## src/rtl/cvm300_pixel_packer.sv

```systemverilog
// Packs the top 8 bits of four CVM300 pixels into each 32-bit USB pipe-out FIFO word.
// It also tracks undrained words so the host sees USB_ready once a full block is queued.
module cvm300_pixel_packer #(
    parameter int PIX_PER_FRAME = 316224,
    parameter int BLOCK_WORDS   = 256,
    parameter int CNT_W         = 20
) (
    input  logic        clk,
    input  logic        rst_n,
    input  logic        frame_start,
    input  logic        pix_valid,
    input  logic [9:0]  pix_data,
    input  logic        FIFO_full,
    input  logic        FIFO_BT,
    output logic        FIFO_wr_enable,
    output logic [31:0] FIFO_data_in,
    output logic        USB_ready,
    output logic        frame_done,
    output logic        overflow
);

    typedef enum logic [1:0] {IDLE, PACK, FLUSH, DONE} state_t;

    localparam logic [CNT_W-1:0] FRAME_LAST = CNT_W'(PIX_PER_FRAME - 1);
    localparam logic [CNT_W-1:0] BLOCK      = CNT_W'(BLOCK_WORDS);

    state_t           state;
    logic [1:0]       lane;
    logic [CNT_W-1:0] pix_cnt;
    logic [CNT_W-1:0] pending;
    logic [23:0]      shift_reg;

    logic             accept;
    logic             last_pix;
    logic             issue;
    logic [31:0]      word_next;
    logic [CNT_W-1:0] pending_inc;
    logic [CNT_W-1:0] pending_next;
    logic             pix_lsbs_unused;

    assign pix_lsbs_unused = ^pix_data[1:0];

    // Lane 3 bypasses the shift register, so a word can leave the cycle its last byte arrives.
    always_comb begin
        accept       = (state == PACK) && pix_valid;
        last_pix     = accept && (pix_cnt == FRAME_LAST);
        issue        = (accept && (lane == 2'd3)) || (state == FLUSH);
        word_next    = (state == FLUSH) ? {8'h00, shift_reg} : {pix_data[9:2], shift_reg};
        pending_inc  = pending + {{(CNT_W-1){1'b0}}, FIFO_wr_enable};
        pending_next = pending_inc;
        if (FIFO_BT) begin
            pending_next = (pending_inc >= BLOCK) ? (pending_inc - BLOCK) : '0;
        end
    end

    always_ff @(posedge clk or negedge rst_n) begin
        if (!rst_n) begin
            state          <= IDLE;
            lane           <= 2'd0;
            pix_cnt        <= '0;
            pending        <= '0;
            shift_reg      <= 24'h0;
            FIFO_wr_enable <= 1'b0;
            FIFO_data_in   <= 32'h0;
            USB_ready      <= 1'b0;
            frame_done     <= 1'b0;
            overflow       <= 1'b0;
        end else if (frame_start) begin
            state          <= PACK;
            lane           <= 2'd0;
            pix_cnt        <= '0;
            pending        <= '0;
            shift_reg      <= 24'h0;
            FIFO_wr_enable <= 1'b0;
            USB_ready      <= 1'b0;
            frame_done     <= 1'b0;
            overflow       <= 1'b0;
        end else begin
            FIFO_wr_enable <= 1'b0;
            pending        <= pending_next;
            USB_ready      <= (pending_next >= BLOCK);
            if (issue) begin
                if (FIFO_full) begin
                    overflow <= 1'b1;
                end else begin
                    FIFO_wr_enable <= 1'b1;
                    FIFO_data_in   <= word_next;
                end
            end
            case (state)
                PACK: begin
                    if (accept) begin
                        lane    <= lane + 2'd1;
                        pix_cnt <= pix_cnt + CNT_W'(1);
                        case (lane)
                            2'd0:    shift_reg[7:0]   <= pix_data[9:2];
                            2'd1:    shift_reg[15:8]  <= pix_data[9:2];
                            2'd2:    shift_reg[23:16] <= pix_data[9:2];
                            default: shift_reg        <= 24'h0;
                        endcase
                        if (last_pix) begin
                            state <= (lane == 2'd3) ? DONE : FLUSH;
                        end
                    end
                end
                FLUSH: begin
                    shift_reg <= 24'h0;
                    lane      <= 2'd0;
                    state     <= DONE;
                end
                DONE: begin
                    frame_done <= 1'b1;
                end
                default: begin
                end
            endcase
        end
    end

endmodule

```

## config.mk

```make
export PLATFORM = sky130hd
export DESIGN_NAME = cvm300_pixel_packer
export DESIGN_NICKNAME = d
export VERILOG_FILES = /design/src/rtl/cvm300_pixel_packer.sv
export SDC_FILE = /design/constraint.sdc
export NUM_CORES = 1
export LEC_CHECK = 0
export CAP_MARGIN = 20
export CORE_UTILIZATION = 48
export DETAILED_ROUTE_END_ITERATION = 6
export GPL_ROUTABILITY_DRIVEN = 0
export HOLD_SLACK_MARGIN = 0.03
export PLACE_DENSITY = 0.75
export SETUP_SLACK_MARGIN = 0.15
export SLEW_MARGIN = 20
export SYNTH_ARGS = -nofsm -noshare
export SYNTH_HDL_FRONTEND = slang
export SYNTH_SLANG_ARGS = --single-unit
```

## constraint.sdc

```tcl
create_clock -name clk -period 6 [get_ports clk]
set_input_delay 1.8 -clock clk [delete_from_list [all_inputs] [get_ports clk]]
set_output_delay 1.8 -clock clk [all_outputs]
set_load 0.02 [all_outputs]
```

==> metrics.md, run 1 <==
| Metric | Value |
|---|---|
| Crit start category | `primary input` |
| Design area | `5710 µm²` |
| Clock Sinks | `104` |
| Fmax achieved | `roughly 250 MHz` |
| WL/cell | `14.3 µm` |
| H-tree depth | `3` |
| Setup CP Type | `primary input to flop` |
| Worst-Margin Slew | `0.979 ns` |
| Cell Area, Synth | `4930 µm²` |
| Setup Total Neg Slack | `0 ns` |
| Fin nets | `585` |
| IO Pins | `52` |
| Sw Share | `30.1%` |
| Most frequent cells in the layout | `nand2_1, dfrtp_1, nor2_1, clkdlybuf4s50_1, o31ai_1` |
| Largest net degree at the start of global routing | `70` |
| Vias in the first global route | `3546` |
| Die height | `103 µm` |
| Final wirelength | `10.0 mm` |
| Commonest non-fill, non-tap cell in the layout | `nand2_1` |
| Synthesis-to-layout area growth | `15.6%` |
| Die area | `10700 µm²` |
| Core Util, Final | `57.8%` |
| Worst Hold Class | `flop to flop` |
| Detailed Route Iter0 Violations | `176` |
| Post-synth EDFFs | `0` |
| Core box area | `9860 µm²` |
| Final HPWL DP | `7.06 mm` |
| Avg Inst Size Synth | `9.42 µm²` |
| VDD IR max | `0.144 mV` |
| Post-synth ARST share | `100%` |
| Max Cap Viol | `0` |
| Warnings from Yosys | `0` |
| Worst-case clock buffer depth | `2` |
| # resized after CTS | `0` |
| Final setup fails | `0` |
| RSZ-0062 raised after global routing | `no` |
| CTS buffer count | `9` |
| Int Pwr | `1.12 mW` |
| CTS tree | `built` |
| WP data required | `6.27 ns` |
| Hold_buf cts | `0` |
| # DRC | `0` |
| Drt pass-1 iters | `4` |
| Sequential power share | `50.9%` |
| Final Critical Period | `3.96 ns` |
| Synth Instances | `between 500 and 600` |
| Fillers | `843` |
| Worst EP arrival | `4.23 ns` |
| Combinational share of power | `21.2%` |
| Slew margin rel. | `34.6%` |
| Post-CTS Setup Bufs | `0` |
| Initial antenna violation count | `0` |
| Synth cell types | `50` |
| Register area | `2600 µm²` |
| CTS root buf | `clkbuf_8` |
| IO buf count | `49` |
| Max Slew Vio Count | `0` |
| FF+latch count, synth | `around 100` |
| Sequential fraction of the synthesis area | `between 50% and 60%` |
| P_sw | `0.482 mW` |
| CP Max Fanout | `20` |
| Worst-Skew Late Latency | `0.37 ns` |
| GRT Overall Usage | `21.2%` |
| Area of the multi-input gates | `2180 µm²` |
| Clock share of power | `between 20% and 30%` |
| Grt ovf | `0` |
| First-pass GRT wire length | `between 15 and 20 mm` |
| Via count | `3753` |
| CP endpoint kind | `flop` |
| Status | `finished clean` |
| Clock skew | `0.00970 ns` |
| DP Area | `5510 µm²` |
| Reg clk slew, reported paths | `0.09 ns` |
| Post-DRT Antenna Nets | `0` |
| Final period util | `66.0%` |
| Placed Cells | `684` |
| Ys flop type | `dfrtp_1` |
| Leak | `between 2 and 3 nW` |
| Layout cells sized above 1 | `4.76%` |
| Max FFs per register | `32` |
| Hold Fails Final Rpt | `0` |
| Vias/cell | `~5.4` |
| Die width | `roughly 100 µm` |
| Post-Syn Nets | `547` |
| Initial Util | `between 50% and 60%` |
| Total power | `around 1.6 mW` |
| Power Density | `between 200 and 300 nW/µm²` |
| Non-filler cells, final | `700` |
| Row count | `36` |
| Ant. Diodes | `0` |
-- synth_stat cells (2+ instances only) --
library cell	n	area (µm²)
mux2i_1	2	20.0
nor2_1	55	206
a21o_1	3	22.5
o21ai_0	10	50.1
buf_1	4	15.0
o31a_1	2	17.5
clkbuf_1	15	56.3
and4_1	2	17.5
a31oi_1	3	18.8
a211oi_1	3	22.5
xor2_1	22	193
nand2_1	132	495
and3_1	4	25.0
o31ai_1	26	195
nor2b_1	2	12.5
inv_1	11	41.3
ha_1	7	87.6
nand2b_1	6	37.5
nor3_1	13	65.1
nor3b_1	2	15.0
a21oi_1	13	65.1
dfrtp_1	104	2600
nand3_1	19	95.1
xnor2_1	21	184
or3_1	2	12.5
buf_2	4	20.0
nand4_1	13	81.3
nand3b_1	2	15.0
-- through the flow --
stage          hold WS (ns)  worst slack [ns]
5_1_grt               0.503              1.89
3_5_place_dp          0.453              1.67
2_1_floorplan         0.439              2.61
3_3_place_gp          0.451              1.71
6_report              0.474              2.04
4_1_cts               0.480              2.05
-- area by class of cell --
| cell class | instances | share of cell area (%) |
|---|---|---|
| Tap cell | 133 | 2.92 |
| Clock inverter | 2 | 0.658 |
| Inverter | 12 | 0.789 |
| Sequential cell | 104 | 45.6 |
| Timing Repair Buffer | 52 | 8.95 |
| Clock buffer | 14 | 2.85 |
| Multi-Input combinational cell | 383 | 38.2 |
-- worst paths after layout --
path	slack, ns	from	endpoint	cells after the start
worst max register to register	2.88	FIFO_wr_enable	pending[18]	9
worst min register to register	0.47	shift_reg[13]	FIFO_data_in[13]	2
max in group asynchronous	3.46	rst_n	FIFO_data_in[11]	2
worst min-delay path	0.47	shift_reg[13]	FIFO_data_in[13]	2
worst max-delay path	2.04	FIFO_BT	pending[18]	7
min in group asynchronous	1.53	rst_n	FIFO_data_in[13]	1
-- kinds of logic after synthesis --
group / synth area share [%]
multiplexers: 0.634
adder cells (fa/ha/maj): 1.78
buffers and inverters: 3.14
XOR/XNOR: 7.96
flip-flops: 52.8
AO/OA/AOI/OAI: 10.2
AND/OR/NAND/NOR: 23.6
-- per-layer routing --
metal  wire length, µm  track usage, %  up-vias  share of wire, %
met2              4620            33.3       73                46
li1                  -               -     1837                 -
met4               273            8.13        0               2.7
met1              4750            28.7     1822                47
met5                 0               0        -                 0
met3               363            5.04       21               3.6
-- power by group through the flow --
| stage | Clock, mW | Sequential (mW) | Combinational (mW) |
|---|---|---|---|
| final | 0.447 | 0.816 | 0.341 |
| after floorplan | 0 | 0.824 | 0.250 |
| after CTS | 0.459 | 0.815 | 0.344 |
| after detailed placement | 0 | 0.828 | 0.342 |
| after global placement | 0 | 0.825 | 0.329 |
| after global routing | 0.486 | 0.827 | 0.379 |
-- worst max-delay path, cell delays in order --
cell and delay [ns]:
clkdlybuf4s50_1 0.63, o41ai_1 0.18, a311oi_4 0.39, o211ai_4 0.16
a211oi_2 0.24, a21o_1 0.60, o21ba_1 0.23
Power figures use the tool's default switching activity.
==> run 2, diff against run 1 <==
--- a/config.mk
+++ b/config.mk
@@ -10,7 +10,7 @@
 export DETAILED_ROUTE_END_ITERATION = 6
 export GPL_ROUTABILITY_DRIVEN = 0
 export HOLD_SLACK_MARGIN = 0.03
-export PLACE_DENSITY = 0.75
+export PLACE_DENSITY = 0.78
 export SETUP_SLACK_MARGIN = 0.15
 export SLEW_MARGIN = 20
 export SYNTH_ARGS = -nofsm -noshare
==> constraint.sdc (replaced) <==
create_clock -name clk -period 3.35 [get_ports clk]
set_input_delay 1.005 -clock clk [delete_from_list [all_inputs] [get_ports clk]]
set_output_delay 1.005 -clock clk [all_outputs]
set_load 0.02 [all_outputs]
==> metrics.md, run 2 (synthesized netlist as in run 1, its figures left out) <==
| Metric | Value |
|---|---|
| Status | `finished clean` |
| WP data required | `3.61 ns (-2.66 ns)` |
| RSZ-0062 raised after global routing | `no` |
| Setup CP Type | `flop to flop` |
| CP endpoint kind | `flop` |
| Die height | `103 µm (unchanged)` |
| Largest net degree at the start of global routing | `44 (-37%)` |
| IO Pins | `52 (unchanged)` |
| Die width | `103 µm (unchanged)` |
| Most frequent cells in the layout | `nand2_1, dfrtp_1, nor2_1, clkdlybuf4s50_1, o31ai_1` |
| Clock skew | `0.0101 ns (+0.000429 ns)` |
| Worst path top cell family by delay | `compound AO/OA/AOI/OAI gates` |
| Post-DRT Antenna Nets | `0 (unchanged)` |
| Max Slew Vio Count | `0 (unchanged)` |
| Hold worst-path end | `FIFO_data_in[13]` |
| Worst reg2reg path depth | `10 (+1)` |
| # resized after CTS | `0 (unchanged)` |
| Clock Sinks | `104 (unchanged)` |
| WL/cell | `14.4 µm (+0.84%)` |
| Layout cells sized above 1 | `6.59% (+1.8 points)` |
| Hold depth | `2 (unchanged)` |
| Combinational share of power | `21.5% (+0.3 points)` |
| R2r endpoint | `pending[18]` |
| CTS buffer count | `9 (unchanged)` |
| Reg clk slew, reported paths | `0.10 ns (about the same)` |
| Leak | `2.62 nW (+2.6%)` |
| Initial Util | `50.0% (unchanged)` |
| Initial antenna violation count | `0 (unchanged)` |
| Int Pwr | `2.06 mW (+84%)` |
| Worst Hold Class | `flop to flop` |
| Hold_buf cts | `0 (unchanged)` |
| Synthesis-to-layout area growth | `17.7%` |
| Final setup fails | `0 (unchanged)` |
| Worst r2r src | `FIFO_wr_enable` |
| Hold Fails Final Rpt | `0 (unchanged)` |
| Final period util | `85.3%` |
| Sequential power share | `49.2% (-1.7 points)` |
| IO buf count | `49 (unchanged)` |
| CP Max Fanout | `14 (-30%)` |
| Detailed Route Iter0 Violations | `158 (-10%)` |
| Metal3 WL | `362 µm (-0.28%)` |
| Met1 wire length | `4.90 mm (+3.2%)` |
| CTS tree | `built` |
| Critical-path cell list | `ha_1, ha_1, and4_4, nand3_1, a311oi_4, o211ai_4, a211oi_2, a21o_1, buf_4, o21ba_1` |
| First-pass GRT wire length | `17.8 mm (+3.8%)` |
| Sw Share | `30.5% (+0.43 points)` |
| Row count | `36 (unchanged)` |
| Max FFs per register | `32 (unchanged)` |
| Crit start category | `flop` |
| R2R Setup Slk | `0.49 ns (-2.39 ns)` |
| Die area | `10700 µm² (unchanged)` |
| Crit-path slowest cell | `a311oi_4` |
| Metal2 WL | `4.79 mm (+3.6%)` |
| Core box area | `9860 µm² (unchanged)` |
| Grt ovf | `0 (unchanged)` |
| CTS root buf | `clkbuf_8` |
| Vias in the first global route | `3848 (+8.5%)` |
| VDD IR max | `0.237 mV (+65%)` |
| Setup Total Neg Slack | `0 ns (unchanged)` |
| DP Area | `5590 µm² (+1.5%)` |
| Ant. Diodes | `0 (unchanged)` |
| Worst-Margin Slew | `0.568 ns (-0.411 ns)` |
| Crit path top cell by count | `ha_1` |
| Post-CTS Setup Bufs | `0 (unchanged)` |
| Via count | `3823 (+1.9%)` |
| Worst-Skew Late Latency | `0.37 ns (about the same)` |
| # DRC | `0 (unchanged)` |
| P_sw | `0.905 mW (+88%)` |
| Fmax achieved | `approximately 350 MHz` |
| Commonest non-fill, non-tap cell in the layout | `nand2_1` |
| Worst-case clock buffer depth | `2 (unchanged)` |
| Max Cap Viol | `0 (unchanged)` |
| GRT Overall Usage | `21.6% (+0.42 points)` |
| Final wirelength | `10.2 mm (+2.3%)` |
| Slew margin rel. | `61.7% (+27 points)` |
| Max incr delay on CP | `0.44 ns (-0.19 ns)` |
| Final Critical Period | `~2.9 ns` |
| Min-delay src | `shift_reg[13]` |
| Fillers | `824 (-2.3%)` |
| Power Density | `511 nW/µm² (+82%)` |
| Final HPWL DP | `7.19 mm (+1.9%)` |
| Design area | `5810 µm² (+1.8%)` |
| CP Buf/Inv Count | `1 (unchanged)` |
| Clock share of power | `29.3% (+1.4 points)` |
| DR top layer | `met4` |
| Fin nets | `595 (+1.7%)` |
| Drt pass-1 iters | `4 (unchanged)` |
| Worst EP arrival | `3.12 ns (-1.11 ns)` |
| H-tree depth | `3 (unchanged)` |
| Vias/cell | `5.38 (+0.43%)` |
==> run 2: cell count changes in the layout (fill, tap and decap cells not counted) <==
cell	delta
a211oi_1	+1
a211oi_2	-1
buf_12	+1
buf_4	+9
bufinv_16	+1
clkbuf_1	-2
clkbuf_8	-2
clkinv_2	+1
clkinv_4	+1
clkinvlp_4	-1
inv_6	+2
==> run 2: tightest hold or removal path, cell delays in order (launching register included) <==
cell	delay [ns]
dfrtp_1	0.35
nand2_1	0.05
nand2_1	0.05
==> run 2: how the worst max path moves through the flow <==
stage / from / end / slack, ns / cells past startpoint
2_1_floorplan: FIFO_BT / pending[18] / 0.76 / 8
3_3_place_gp: FIFO_BT / pending[18] / 0.35 / 8
3_5_place_dp: FIFO_BT / pending[18] / 0.30 / 8
4_1_cts: FIFO_wr_enable / pending[18] / 0.53 / 10
5_1_grt: FIFO_wr_enable / pending[18] / 0.35 / 10
6_report: FIFO_wr_enable / pending[18] / 0.49 / 10
==> run 2: power by group through the flow <==
stage	combinational, mW	sequential (mW)	clock, mW
after floorplan	0.448	1.48	0
final	0.638	1.46	0.869
after global placement	0.612	1.47	0
after CTS	0.641	1.46	0.888
after global routing	0.712	1.48	0.933
after detailed placement	0.636	1.48	0
==> run 2: per-layer routing <==
| metal | vias up | GRT usage, % |
|---|---|---|
| met5 | - | 0 |
| met2 | 92 | 34.6 |
| met1 | 1853 | 28.9 |
| li1 | 1862 | - |
| met4 | 0 | 10.4 |
| met3 | 16 | 3.49 |
==> run 2: cell type report <==
class	instances	area, µm²	area share (%)
Clock buffer	10	128	2.20
Clock inverter	6	91.3	1.57
Inverter	12	45.0	0.776
Multi-Input combinational cell	383	2180	37.5
Sequential cell	104	2600	44.8
Tap cell	133	166	2.87
Timing Repair Buffer	62	598	10.3
==> run 2: metrics by stage <==
step	utilization [%]	power (mW)	setup WS (ns)	std cells	hold WS, ns
2_1_floorplan	-	1.92	0.759	524	0.439
3_3_place_gp	56.6	2.09	0.350	694	0.448
3_5_place_dp	56.6	2.12	0.298	694	0.459
4_1_cts	58.9	2.99	0.528	710	0.484
5_1_grt	58.9	3.12	0.349	710	0.501
6_report	58.9	2.97	0.491	710	0.476
